--- src/rtl/pkt_xmtr.sv ---
`timescale 1ns/1ps
`default_nettype none
// ============================================================================
//  Module   : pkt_xmtr
//  Purpose  : Serial packet transmitter. Parallel bytes are written into a
//             small circular FIFO. Each byte is sent as one 16-bit packet:
//             an 8-bit header (HEAD) followed by the byte itself, both MSB
//             first, one bit per clock. A configurable number of idle zero
//             cycles (GAP) may separate consecutive packets.
//  Ports    : clock      - rising-edge clock
//             reset      - synchronous, active-high reset
//             byte_in    - byte to enqueue
//             writing    - write strobe (byte_in sampled when high)
//             full       - FIFO holds DEPTH bytes
//             overflow   - one-cycle pulse when a write is dropped
//             count      - bytes buffered, excluding the byte in flight
//             serial_out - serial line (header then body, MSB first)
//             busy       - high while a packet or its trailing gap is active
//  Revision : 1.0 - initial release
// ============================================================================
module pkt_xmtr #(
    parameter int         DEPTH = 4,
    parameter logic [7:0] HEAD  = 8'hA5,
    parameter int         GAP   = 0
) (
    input  logic                     clock,
    input  logic                     reset,
    input  logic [7:0]               byte_in,
    input  logic                     writing,
    output logic                     full,
    output logic                     overflow,
    output logic [$clog2(DEPTH):0]   count,
    output logic                     serial_out,
    output logic                     busy
);

    localparam int AW = $clog2(DEPTH);
    // Gap counter only needs to hold GAP; keep at least one bit so the
    // declaration stays legal when GAP is 0 or 1.
    localparam int GW = (GAP > 1) ? $clog2(GAP + 1) : 1;
    localparam logic [AW:0]   c_full_count = (AW + 1)'(DEPTH);
    localparam logic [GW-1:0] c_gap_load   = GW'(GAP);
    localparam logic [GW-1:0] c_gap_last   = GW'(1);

    typedef enum logic [1:0] {
        S_IDLE = 2'd0,
        S_HEAD = 2'd1,
        S_BODY = 2'd2,
        S_GAP  = 2'd3
    } state_t;

    // FIFO storage and bookkeeping
    logic [7:0]    r_mem [DEPTH];
    logic [AW-1:0] r_wr_ptr;
    logic [AW-1:0] r_rd_ptr;
    logic [AW:0]   r_count;
    logic          r_full;
    logic          r_overflow;

    // Transmit state machine
    state_t        r_state;
    logic [2:0]    r_k;
    logic [7:0]    r_shift;
    logic [GW-1:0] r_gap;
    logic          r_serial;
    logic          r_busy;

    logic          w_have;
    logic          w_body_end;
    logic          w_gap_end;
    logic          w_pop;
    logic          w_accept;
    logic [AW:0]   w_count_next;
    logic [7:0]    w_head_byte;

    assign w_have      = (r_count != '0);
    assign w_body_end  = (r_state == S_BODY) && (r_k == 3'd0);
    assign w_gap_end   = (r_state == S_GAP) && (r_gap == c_gap_last);
    assign w_head_byte = r_mem[r_rd_ptr];

    // A pop happens on every edge that starts a new packet. With GAP=0 the
    // next packet follows the last body bit directly, otherwise it waits for
    // the gap to expire.
    assign w_pop = w_have && ((r_state == S_IDLE) ||
                              (w_body_end && (GAP == 0)) ||
                              w_gap_end);

    // A pop on the same edge frees a slot, so a full FIFO can still accept.
    assign w_accept = writing && ((r_count != c_full_count) || w_pop);

    always_comb begin
        w_count_next = r_count;
        if (w_accept && !w_pop) begin
            w_count_next = r_count + (AW + 1)'(1);
        end else if (!w_accept && w_pop) begin
            w_count_next = r_count - (AW + 1)'(1);
        end
    end

    // Storage carries no reset; stale contents are never read because the
    // pointers and count are cleared.
    always_ff @(posedge clock) begin
        if (!reset && w_accept) begin
            r_mem[r_wr_ptr] <= byte_in;
        end
    end

    always_ff @(posedge clock) begin
        if (reset) begin
            r_wr_ptr   <= '0;
            r_rd_ptr   <= '0;
            r_count    <= '0;
            r_full     <= 1'b0;
            r_overflow <= 1'b0;
        end else begin
            if (w_accept) begin
                r_wr_ptr <= r_wr_ptr + AW'(1);
            end
            if (w_pop) begin
                r_rd_ptr <= r_rd_ptr + AW'(1);
            end
            r_count    <= w_count_next;
            r_full     <= (w_count_next == c_full_count);
            r_overflow <= writing && !w_accept;
        end
    end

    // serial_out and busy are registered together with the state, so each
    // transition also loads the bit that belongs to the state being entered.
    always_ff @(posedge clock) begin
        if (reset) begin
            r_state  <= S_IDLE;
            r_k      <= 3'd0;
            r_shift  <= 8'h00;
            r_gap    <= '0;
            r_serial <= 1'b0;
            r_busy   <= 1'b0;
        end else begin
            case (r_state)
                S_IDLE: begin
                    if (w_pop) begin
                        r_shift  <= w_head_byte;
                        r_k      <= 3'd7;
                        r_state  <= S_HEAD;
                        r_serial <= HEAD[7];
                        r_busy   <= 1'b1;
                    end else begin
                        r_serial <= 1'b0;
                        r_busy   <= 1'b0;
                    end
                end

                S_HEAD: begin
                    if (r_k == 3'd0) begin
                        r_state  <= S_BODY;
                        r_k      <= 3'd7;
                        r_serial <= r_shift[7];
                    end else begin
                        r_k      <= r_k - 3'd1;
                        r_serial <= HEAD[r_k - 3'd1];
                    end
                end

                S_BODY: begin
                    if (r_k == 3'd0) begin
                        if (GAP > 0) begin
                            r_state  <= S_GAP;
                            r_gap    <= c_gap_load;
                            r_serial <= 1'b0;
                        end else if (w_pop) begin
                            r_shift  <= w_head_byte;
                            r_k      <= 3'd7;
                            r_state  <= S_HEAD;
                            r_serial <= HEAD[7];
                        end else begin
                            r_state  <= S_IDLE;
                            r_serial <= 1'b0;
                            r_busy   <= 1'b0;
                        end
                    end else begin
                        r_k      <= r_k - 3'd1;
                        r_serial <= r_shift[r_k - 3'd1];
                    end
                end

                S_GAP: begin
                    if (r_gap == c_gap_last) begin
                        if (w_pop) begin
                            r_shift  <= w_head_byte;
                            r_k      <= 3'd7;
                            r_state  <= S_HEAD;
                            r_serial <= HEAD[7];
                        end else begin
                            r_state  <= S_IDLE;
                            r_serial <= 1'b0;
                            r_busy   <= 1'b0;
                        end
                    end else begin
                        r_gap    <= r_gap - c_gap_last;
                        r_serial <= 1'b0;
                    end
                end

                default: begin
                    r_state  <= S_IDLE;
                    r_serial <= 1'b0;
                    r_busy   <= 1'b0;
                end
            endcase
        end
    end

    assign full       = r_full;
    assign overflow   = r_overflow;
    assign count      = r_count;
    assign serial_out = r_serial;
    assign busy       = r_busy;

endmodule
`default_nettype wire
--- config.mk ---
export PLATFORM = sky130hd
export DESIGN_NAME = pkt_xmtr
export DESIGN_NICKNAME = d
export VERILOG_FILES = /design/src/rtl/pkt_xmtr.sv
export SDC_FILE = /design/constraint.sdc
export NUM_CORES = 1
export LEC_CHECK = 0
export ABC_AREA = 1
export ABC_CLOCK_PERIOD_IN_PS = 2700
export BUFFER_PORTS_ARGS = -buffer_cell sky130_fd_sc_hd__buf_4
export CAP_MARGIN = 40
export CORE_MARGIN = 2
export CORE_UTILIZATION = 60
export CTS_CLUSTER_SIZE = 10
export DETAILED_ROUTE_END_ITERATION = 16
export PLACE_DENSITY = 0.86
export SLEW_MARGIN = 25
export SYNTH_ARGS = -nofsm -noshare
export SYNTH_HDL_FRONTEND = slang
export SYNTH_SLANG_ARGS = --single-unit
--- constraint.sdc ---
create_clock -name clock -period 2.7 [get_ports clock]
set_input_delay 0.405 -clock clock [delete_from_list [all_inputs] [get_ports clock]]
set_output_delay 0.405 -clock clock [all_outputs]
set_load 0.005 [all_outputs]
After elaboration in Yosys (flattened, before gate mapping)
Memories as Yosys holds them, arrays and structs flattened. A register that Yosys moved wholly into a read port is not among the register bits.
Index checks and enable logic that the tools add are counted.
{"block": "word_totals", "ff_bits": 25, "ram_bits": 32, "rom_bits": 8, "inputBits": 11, "out_inout_bits": 7, "word_cells": 83, "memories": 2}
{"block": "op_classes", "n_addsub": 6, "order_cmp": 1, "eq_ne": 9, "n_mux": 34, "n_reduce_logical": 20}
{"name": "r_mem", "depth": 4, "width": 8, "read_ports": 1, "rd_clocked_by_memory_dff": 1, "write_ports": 1, "line": "53", "rtl": "logic [7:0] r_mem [DEPTH];"}
{"name": "(no name shown)", "depth": 8, "width": 1, "read_ports": 1, "rd_clocked_by_memory_dff": 0, "write_ports": 0, "line": "160", "rtl": "r_serial <= HEAD[r_k - 3'd1];"}
{"op": "8-bit two-way mux", "n": 3}
{"op": "8-bit case mux with 3 select lines", "n": 1}
{"op": "3-bit two-way mux", "n": 6}
{"op": "1-bit two-way mux", "n": 13}
{"op": "2-bit two-way mux", "n": 6}
{"op": "3-bit case mux with 4 select lines", "n": 1}
{"op": "1-bit logical AND", "n": 8}
{"op": "2-bit case mux with 4 select lines", "n": 1}
{"op": "2-bit != test (second input constant)", "n": 3}
{"op": "3-bit nonzero test", "n": 2}
{"op": "3-bit by 1-bit subtractor with 3-bit output (second input constant)", "n": 2}
{"op": "2-bit by 1-bit adder with 2-bit output (second input constant)", "n": 2}
{"op": "2-bit equality test (second input constant)", "n": 2}
{"op": "3-bit by 4-bit < comparator with 1-bit output (second input constant)", "n": 1}
{"op": "1-bit case mux with 4 select lines", "n": 1}
{"op": "4-bit AND reduction", "n": 1}
{"op": "3-bit by 1-bit adder with 3-bit output (second input constant)", "n": 1}
{"op": "1-bit binary-select mux with 3-bit select", "n": 1}
{"op": "3-bit equality test (second input constant)", "n": 1}
{"op": "1-bit logical NOT", "n": 3}
{"op": "3-bit logical NOT", "n": 1}
{"op": "1-bit logical OR", "n": 3}
{"op": "3-bit != test (second input constant)", "n": 1}
{"op": "1-bit case mux with 3 select lines", "n": 1}
{"op": "5 further kinds", "n": 5}

Depth between registers and ports, before layout
Gate-level depths: netlist (run 1).
{"block": "depth", "word_depth": 12, "mapped_depth": 11, "mapped_depth_nobuf": 11}

Worst setup path before layout (run 1)
Ideal clock, no wire load.
{"block": "synth_path", "kind": "register to register", "from": "register r_k[0]", "to": "memory r_mem[0][0], enable pin", "setup_ps": 371, "t_arrival_ps": 1631, "required_ps": 2329, "setup_slack_ps": 699, "path_stages_with_launch": 9, "n_path_buf": 0, "period_less_slack_ps": 2001, "cell_sequence": "dfxtp_1 -> inv_1 -> ha_1 -> nand3_2 -> nand2_4 -> nand2_8 -> nand3_2 -> nand3_1 -> nor2_1"}
{"block": "synth_via", "elab_chain_cells": 10}
{"element": "from (decl)", "line": "62", "rtl": "logic [2:0] r_k;"}
{"element": "from (signal assigned)", "line": "159", "rtl": "r_k <= r_k - 3'd1;"}
{"element": "from (signal assigned)", "line": "181", "rtl": "r_k <= r_k - 3'd1;"}
{"element": "3-bit logical NOT", "line": "77", "rtl": "assign w_body_end = (r_state == S_BODY) && (r_k == 3'd0);"}
{"element": "1-bit logical AND", "line": "77"}
{"element": "1-bit logical OR", "line": "84", "rtl": "assign w_pop = w_have && ((r_state == S_IDLE) ||"}
{"element": "1-bit logical OR", "line": "85", "rtl": "(w_body_end && (GAP == 0)) ||"}
{"element": "1-bit logical AND", "line": "84"}
{"element": "1-bit logical OR", "line": "89", "rtl": "assign w_accept = writing && ((r_count != c_full_count) || w_pop);"}
{"element": "1-bit logical AND", "line": "89"}
{"element": "1-bit logical AND", "line": "103", "rtl": "if (!reset && w_accept) begin"}
{"element": "1-bit two-way mux", "line": "103"}
{"element": "1-bit two-way mux (not written as such)", "line": "104", "rtl": "r_mem[r_wr_ptr] <= byte_in;"}
{"element": "to (decl)", "line": "53"}
No other way between the ends.

Worst setup path after layout (run 1)
{"block": "layout_path", "from": "register r_k[0]", "to": "memory r_mem[3][6], enable pin"}
The elaborated chain is that of the path after synthesis.

==> results.py, run 1 <==
metrics = {
    "outcome": {
        "outcome": "finished, final reports clean",
    },
    "detailed_routing": {
        "vias": 2049,
        "wl_um": 5440,
        "ant_nets": 0,
        "wl_per_cell_um": 14.8,
        "drt_first_pass_iters": 4,
        "drt_iter0_markers": 72,
        "drc": 0,
        "post_drt_via_cell_ratio": 5.57,
    },
    "sta": {
        "postLayoutSetupSlackWorst_ns": 0.349,
        "skew_ns": 0.00504,
        "final.setup.tns_ns": 0,
        "rsz0062_at_grt": "no",
        "worstMarginPinSlew_ns": 0.630,
        "finalHoldViolations": 0,
        "drv_slew": 0,
        "hold_ws_ns": 0.277,
        "period_share": 0.871,
        "fmax_mhz": 425,
        "setup_viol": 0,
        "relSlewSlack": 0.579,
        "finalCriticalPeriod_ns": 2.35,
    },
    "global_route": {
        "grtUsageMet2": 0.380,
        "top_usage_layer": "met2",
        "grt_pass1_vias": 1932,
        "overflow": 0,
        "met3_usage": 0.0708,
        "grt_antenna_before_repair": 0,
        "grt_max_degree": 19,
        "grt_pass1_wl_um": 9050,
        "gr-usage-met1": 0.286,
        "grt_use_total": 0.236,
    },
    "place": {
        "dp.cells": 352,
        "dp_hpwl_um": 3920,
        "gp_congestion": 0.955,
        "port_buffers": 17,
        "place_area_um2": 2940,
        "post-place-ws_ns": 0.365,
    },
    "hold_path": {
        "hold_path.class": "in2reg",
        "whs_endpoint": "r_mem[3][0]$_DFFE_PP_",
        "min-delay-start": "byte_in[0]",
        "holdPathStages": 1,
    },
    "critical_path": {
        "cp_slowest_cell": "nor2_1",
        "path_cells": "inv_1 -> ha_1 -> nand3_2 -> nand2_4 -> nand2_8 -> nand3_2 -> nand3_1 -> nor2_1",
        "cp-end-kind": "flip-flop",
        "slowest_delay_ns": 0.54,
        "reg2reg_slack_ns": 0.35,
        "r2r_end": "r_mem[3][6]$_DFFE_PP_",
        "critPathMaxFanout": 8,
        "critPathTopFamily": "simple AND/OR/NAND/NOR gates",
        "reg2reg_depth": 8,
        "cp_data_required_time_ns": 2.67,
        "r2r-start": "r_k[0]$_SDFFE_PP0N_",
        "start_kind": "flip-flop",
        "cp_num_buf_inv": 1,
        "arrival_ns": 2.32,
        "path_class": "reg2reg",
        "cpMostUsedCell": "nand3_2",
    },
    "power": {
        "irDropWorstVdd_mv": 0.617,
        "power.density_nw_per_um2": 1050,
        "finalPower_mw": 3.30,
        "p_leak_nw": 1.29,
    },
    "cells_and_area": {
        "area_growth_pct": 12.9,
        "postLayoutCellArea_um2": 3130,
        "layout.nets": 336,
        "finish.utilization": 0.709,
        "instances_no_fill": 368,
        "diodes": 0,
        "drive_above_1_share": 0.165,
    },
    "clock_network": {
        "htreeDepth": 3,
        "clock_sinks": 59,
        "post_cts.repair.setup_buffers": 0,
        "clockBufferDepth": 2,
        "path_clk_slew_ns": 0.07,
        "cts_buffers": 9,
        "cts_tree": "yes",
        "clock_latency_ns": 0.33,
        "cts_resized": 0,
        "cts_root_buf": "clkbuf_8",
        "hold_buffers": 0,
    },
    "floorplan": {
        "start_util": 0.628,
        "die_area_um2": 5180,
        "core-area_um2": 4410,
        "die_w_um": 72.0,
        "io_pins": 18,
        "die_y_um": 72.0,
        "rows": 24,
    },
    "synthesis": {
        "synth_top_area_cell": "edfxtp_1",
        "async_flop_share": 0,
        "synth.most_common_cell": "nor2_1",
        "syn_nets": 313,
        "ys_ff_latch": 59,
        "yosysSeqAreaShare": 0.542,
        "synth_edf_count": 32,
        "synth_area_per_cell_um2": 9.62,
        "syn_area_um2": 2770,
        "dominantRegCellSynth": "edfxtp_1",
        "synth.area.top_cells": "edfxtp_1 35%, dfxtp_1 20%, o21ai_0 6.7%, ha_1 6.3%, nor2_1 6.0%",
        "yosysTopAreaCellShare": 0.347,
        "netlist_instances": 288,
        "ys_warn_count": 0,
        "synth.distinct_cells": 31,
        "synthTopCellsByCount": "44 x nor2_1, 37 x o21ai_0, 32 x edfxtp_1, 31 x inv_1, 30 x nand2_1",
    },
    "run": {
        "max_cap_violations": 0,
    },
}
## cell usage in the layout (no fill, tap or decap), drive strengths merged
| master | Yosys | routed |
|---|---|---|
| bufinv | 0 | 1 |
| nor2 | 45 | 45 |
| inv | 34 | 34 |
| ha | 14 | 14 |
| mux2i | 4 | 4 |
| a22oi | 1 | 1 |
| a21oi | 21 | 21 |
| nand3 | 11 | 11 |
| o22ai | 4 | 4 |
| clkinvlp | 0 | 1 |
| edfxtp | 32 | 32 |
| nand4 | 3 | 3 |
| nand2 | 35 | 35 |
| clkinv | 0 | 5 |
| a31oi | 2 | 2 |
| buf | 6 | 18 |
| nor3 | 1 | 1 |
| xor2 | 2 | 2 |
| clkbuf | 0 | 9 |
| a211oi | 2 | 2 |
| o211a | 1 | 1 |
| o21ai | 43 | 43 |
| dfxtp | 27 | 27 |
## sequential cells by signal, indices dropped and copies added (netlist names), named ones only
name,cells
r_mem,32
r_shift,8
full,1
r_state,2
serial_out,1
overflow,1
count,3
r_k,3
r_wr_ptr,2
r_gap,1
busy,1
r_rd_ptr,2
## area by class of cell
cell class	instances	area, um2
repair buffers	18	135
clock buffers	9	124
fillers	333	1290
multi-input cells	189	1100
inverters	34	133
clock inverters	7	68.8
flip-flops and latches	59	1500
well taps	52	65.1
## power by group
part,switching (mW),internal (mW)
Clock,0.351,0.422
Sequential,0.121,1.09
Combinational,0.835,0.481
## metal layers
layer	part of all wire	wire length, um	vias up
met4	0.026	139	0
met3	0.048	261	12
met2	0.48	2600	62
met1	0.45	2440	946
li1	-	-	1029
met5	0	0	-
## worst reg2reg max path, cell delays in order, from the launching register on
cell,delay [ns]
dfxtp_1,0.37
inv_1,0.21
ha_1,0.25
nand3_2,0.12
nand2_4,0.14
nand2_8,0.09
nand3_2,0.09
nand3_1,0.18
nor2_1,0.54
## worst max path at each step
stage	start	slack [ns]	depth (start not counted)	to
2_1_floorplan	r_k[0]$_SDFFE_PP0N_	0.70	8	r_mem[0][0]$_DFFE_PP_
3_3_place_gp	r_k[0]$_SDFFE_PP0N_	0.47	8	r_mem[2][4]$_DFFE_PP_
3_5_place_dp	r_k[0]$_SDFFE_PP0N_	0.37	8	r_mem[3][0]$_DFFE_PP_
4_1_cts	r_k[0]$_SDFFE_PP0N_	0.32	8	r_mem[3][6]$_DFFE_PP_
5_1_grt	r_k[0]$_SDFFE_PP0N_	0.11	8	r_mem[3][6]$_DFFE_PP_
6_report	r_k[0]$_SDFFE_PP0N_	0.35	8	r_mem[3][6]$_DFFE_PP_
## cells by family (layout without fill, tap and decap cells)
group                      Yosys count  in the layout  synth area share
and+or+nand+nor                     95             95             0.164
muxes                                4              4            0.0144
DFF                                 59             59             0.542
xor gates and xnor gates             2              2           0.00632
AOI/OAI and AO/OA                   74             74             0.149
adders and majority gates           14             14            0.0632
buffers and inverters               40             68            0.0609
Note: power is estimated with default switching activity, not from simulation.
==> run 2, diff against run 1 <==
Settings changed: CORE_MARGIN 2 to 1.5, PLACE_DENSITY 0.86 to 0.77.
==> run 2 against run 1 <==
Fmax rose by 0.33%. Core utilization rose by 0.34 points. Sequential power barely moved. Power rose by 0.97%. Clock skew rose by 0.0036 ns. Highest routed layer unchanged. Non-clock buffer count rose by 3. Critical path depth did not move. Register-to-register slack barely moved. Largest cell class unchanged. Critical path type unchanged.
==> results.py, run 2 (synthesis results as in run 1) <==
metrics = {
    "outcome": {
        "outcome": "finished, final reports clean",
    },
    "critical_path": {
        "path_class": "reg2reg",
        "start_kind": "flip-flop",
        "critPathMaxFanout": 8,
        "cp_data_required_time_ns": 2.67,
        "cp-end-kind": "flip-flop",
        "timing.critical_path.from": "r_k[0]$_SDFFE_PP0N_",
        "r2r-start": "r_k[0]$_SDFFE_PP0N_",
        "arrival_ns": 2.31,
    },
    "detailed_routing": {
        "ant_nets": 0,
        "wl_um": 5670,
        "post_drt_via_cell_ratio": 5.65,
        "wl_per_cell_um": 15.3,
        "vias": 2098,
        "drc": 0,
        "drt_first_pass_iters": 4,
        "drt_iter0_markers": 222,
    },
    "floorplan": {
        "io_pins": 18,
        "rows": 24,
        "die_y_um": 71.0,
        "die_w_um": 71.0,
        "start_util": 0.628,
        "die_area_um2": 5040,
        "core-area_um2": 4410,
    },
    "hold_path": {
        "min-delay-start": "byte_in[1]",
        "hold_path.class": "in2reg",
    },
    "clock_network": {
        "cts_buffers": 9,
        "clock_sinks": 59,
        "post_cts.repair.setup_buffers": 0,
        "cts_resized": 0,
        "path_clk_slew_ns": 0.06,
        "clockBufferDepth": 2,
        "cts_tree": "yes",
        "hold_buffers": 0,
        "htreeDepth": 3,
        "clock_latency_ns": 0.33,
        "cts_root_buf": "clkbuf_8",
    },
    "power": {
        "power.density_nw_per_um2": 1060,
        "irDropWorstVdd_mv": 0.699,
        "p_leak_nw": 1.30,
    },
    "sta": {
        "drv_slew": 0,
        "final.setup.tns_ns": 0,
        "worstMarginPinSlew_ns": 0.656,
        "setup_viol": 0,
        "relSlewSlack": 0.561,
        "rsz0062_at_grt": "no",
        "fmax_mhz": 427,
        "finalCriticalPeriod_ns": 2.34,
        "period_share": 0.868,
        "finalHoldViolations": 0,
        "skew_ns": 0.00860,
    },
    "cells_and_area": {
        "diodes": 0,
        "final_common_cell": "nor2_1",
        "largest_register_ffs": 32,
        "drive_above_1_share": 0.166,
        "multi_input_comb_area_um2": 1100,
        "final_cell_mix": "44 x nor2_1, 37 x o21ai_0, 32 x edfxtp_1",
        "area_growth_pct": 13.4,
        "regArea_um2": 1500,
        "top_register": "r_mem",
        "layout.nets": 339,
        "postLayoutCellArea_um2": 3140,
        "top_regs": "r_mem (32), r_shift (8)",
        "final.fill_count": 324,
    },
    "global_route": {
        "grt_use_total": 0.250,
        "grt_pass1_wl_um": 9650,
        "grt_pass1_vias": 2023,
        "overflow": 0,
        "grt_max_degree": 19,
        "grt_antenna_before_repair": 0,
    },
    "place": {
        "place_area_um2": 2960,
        "gp_congestion": 0.889,
        "port_buffers": 17,
        "dp_hpwl_um": 4060,
    },
    "run": {
        "max_cap_violations": 0,
    },
}
## run 2: cell count changes in the layout (fill, tap and decap cells not counted), sizes merged
| cell | change |
|---|---|
| clkinv | -3 |
| clkinvlp | +1 |
| clkbuf | +2 |
| buf | +3 |
## run 2: through the flow
step / hold WS [ns] / util / power, mW / setup slack (ns) / std cells
after CTS: 0.282 / 0.712 / 3.32 / 0.362 / 371
after floorplan: 0.422 / - / 2.25 / 0.699 / 288
final: 0.281 / 0.712 / 3.33 / 0.357 / 371
after detailed placement: 0.452 / 0.670 / 2.56 / 0.372 / 355
after global routing: 0.284 / 0.712 / 3.57 / 0.170 / 371
after global placement: 0.446 / 0.670 / 2.54 / 0.517 / 355
## run 2: critical path: stages, from the launching register on
cell and delay (ns):
dfxtp_1 0.38, inv_1 0.20, ha_1 0.26, nand3_2 0.13, nand2_4 0.14, nand2_8 0.09
nand3_2 0.09, nand3_1 0.15, nor2_1 0.55
## run 2: path summary, 6_finish.rpt
check	to	slack, ns	cells after the start
max	r_mem[0][4]$_DFFE_PP_	0.36	8
min	r_mem[0][1]$_DFFE_PP_	0.28	1
max reg2reg	r_mem[0][4]$_DFFE_PP_	0.36	8
min reg2reg	r_shift[3]$_SDFFE_PP0P_	0.46	2
## run 2: final cells by class
class | count | share of cell area
flip-flops and latches | 59 | 0.478
multi-input cells | 189 | 0.350
repair buffers | 21 | 0.0502
inverters | 34 | 0.0422
clock buffers | 11 | 0.0418
well taps | 52 | 0.0207
clock inverters | 5 | 0.0171
## run 2: layer usage
| layer | wire length (um) | GRT usage | up-vias |
|---|---|---|---|
| met1 | 2680 | 0.351 | 987 |
| li1 | - | - | 1034 |
| met5 | 0 | 0 | - |
| met2 | 2590 | 0.385 | 67 |
| met3 | 287 | 0.0470 | 10 |
| met4 | 117 | 0.103 | 0 |
## run 2: power by group
group	internal (mW)	total [mW]	leakage, nW	switching, mW
clock	0.422	0.766	0.0870	0.344
sequential	1.09	1.19	0.513	0.103
combinational	0.489	1.37	0.700	0.885
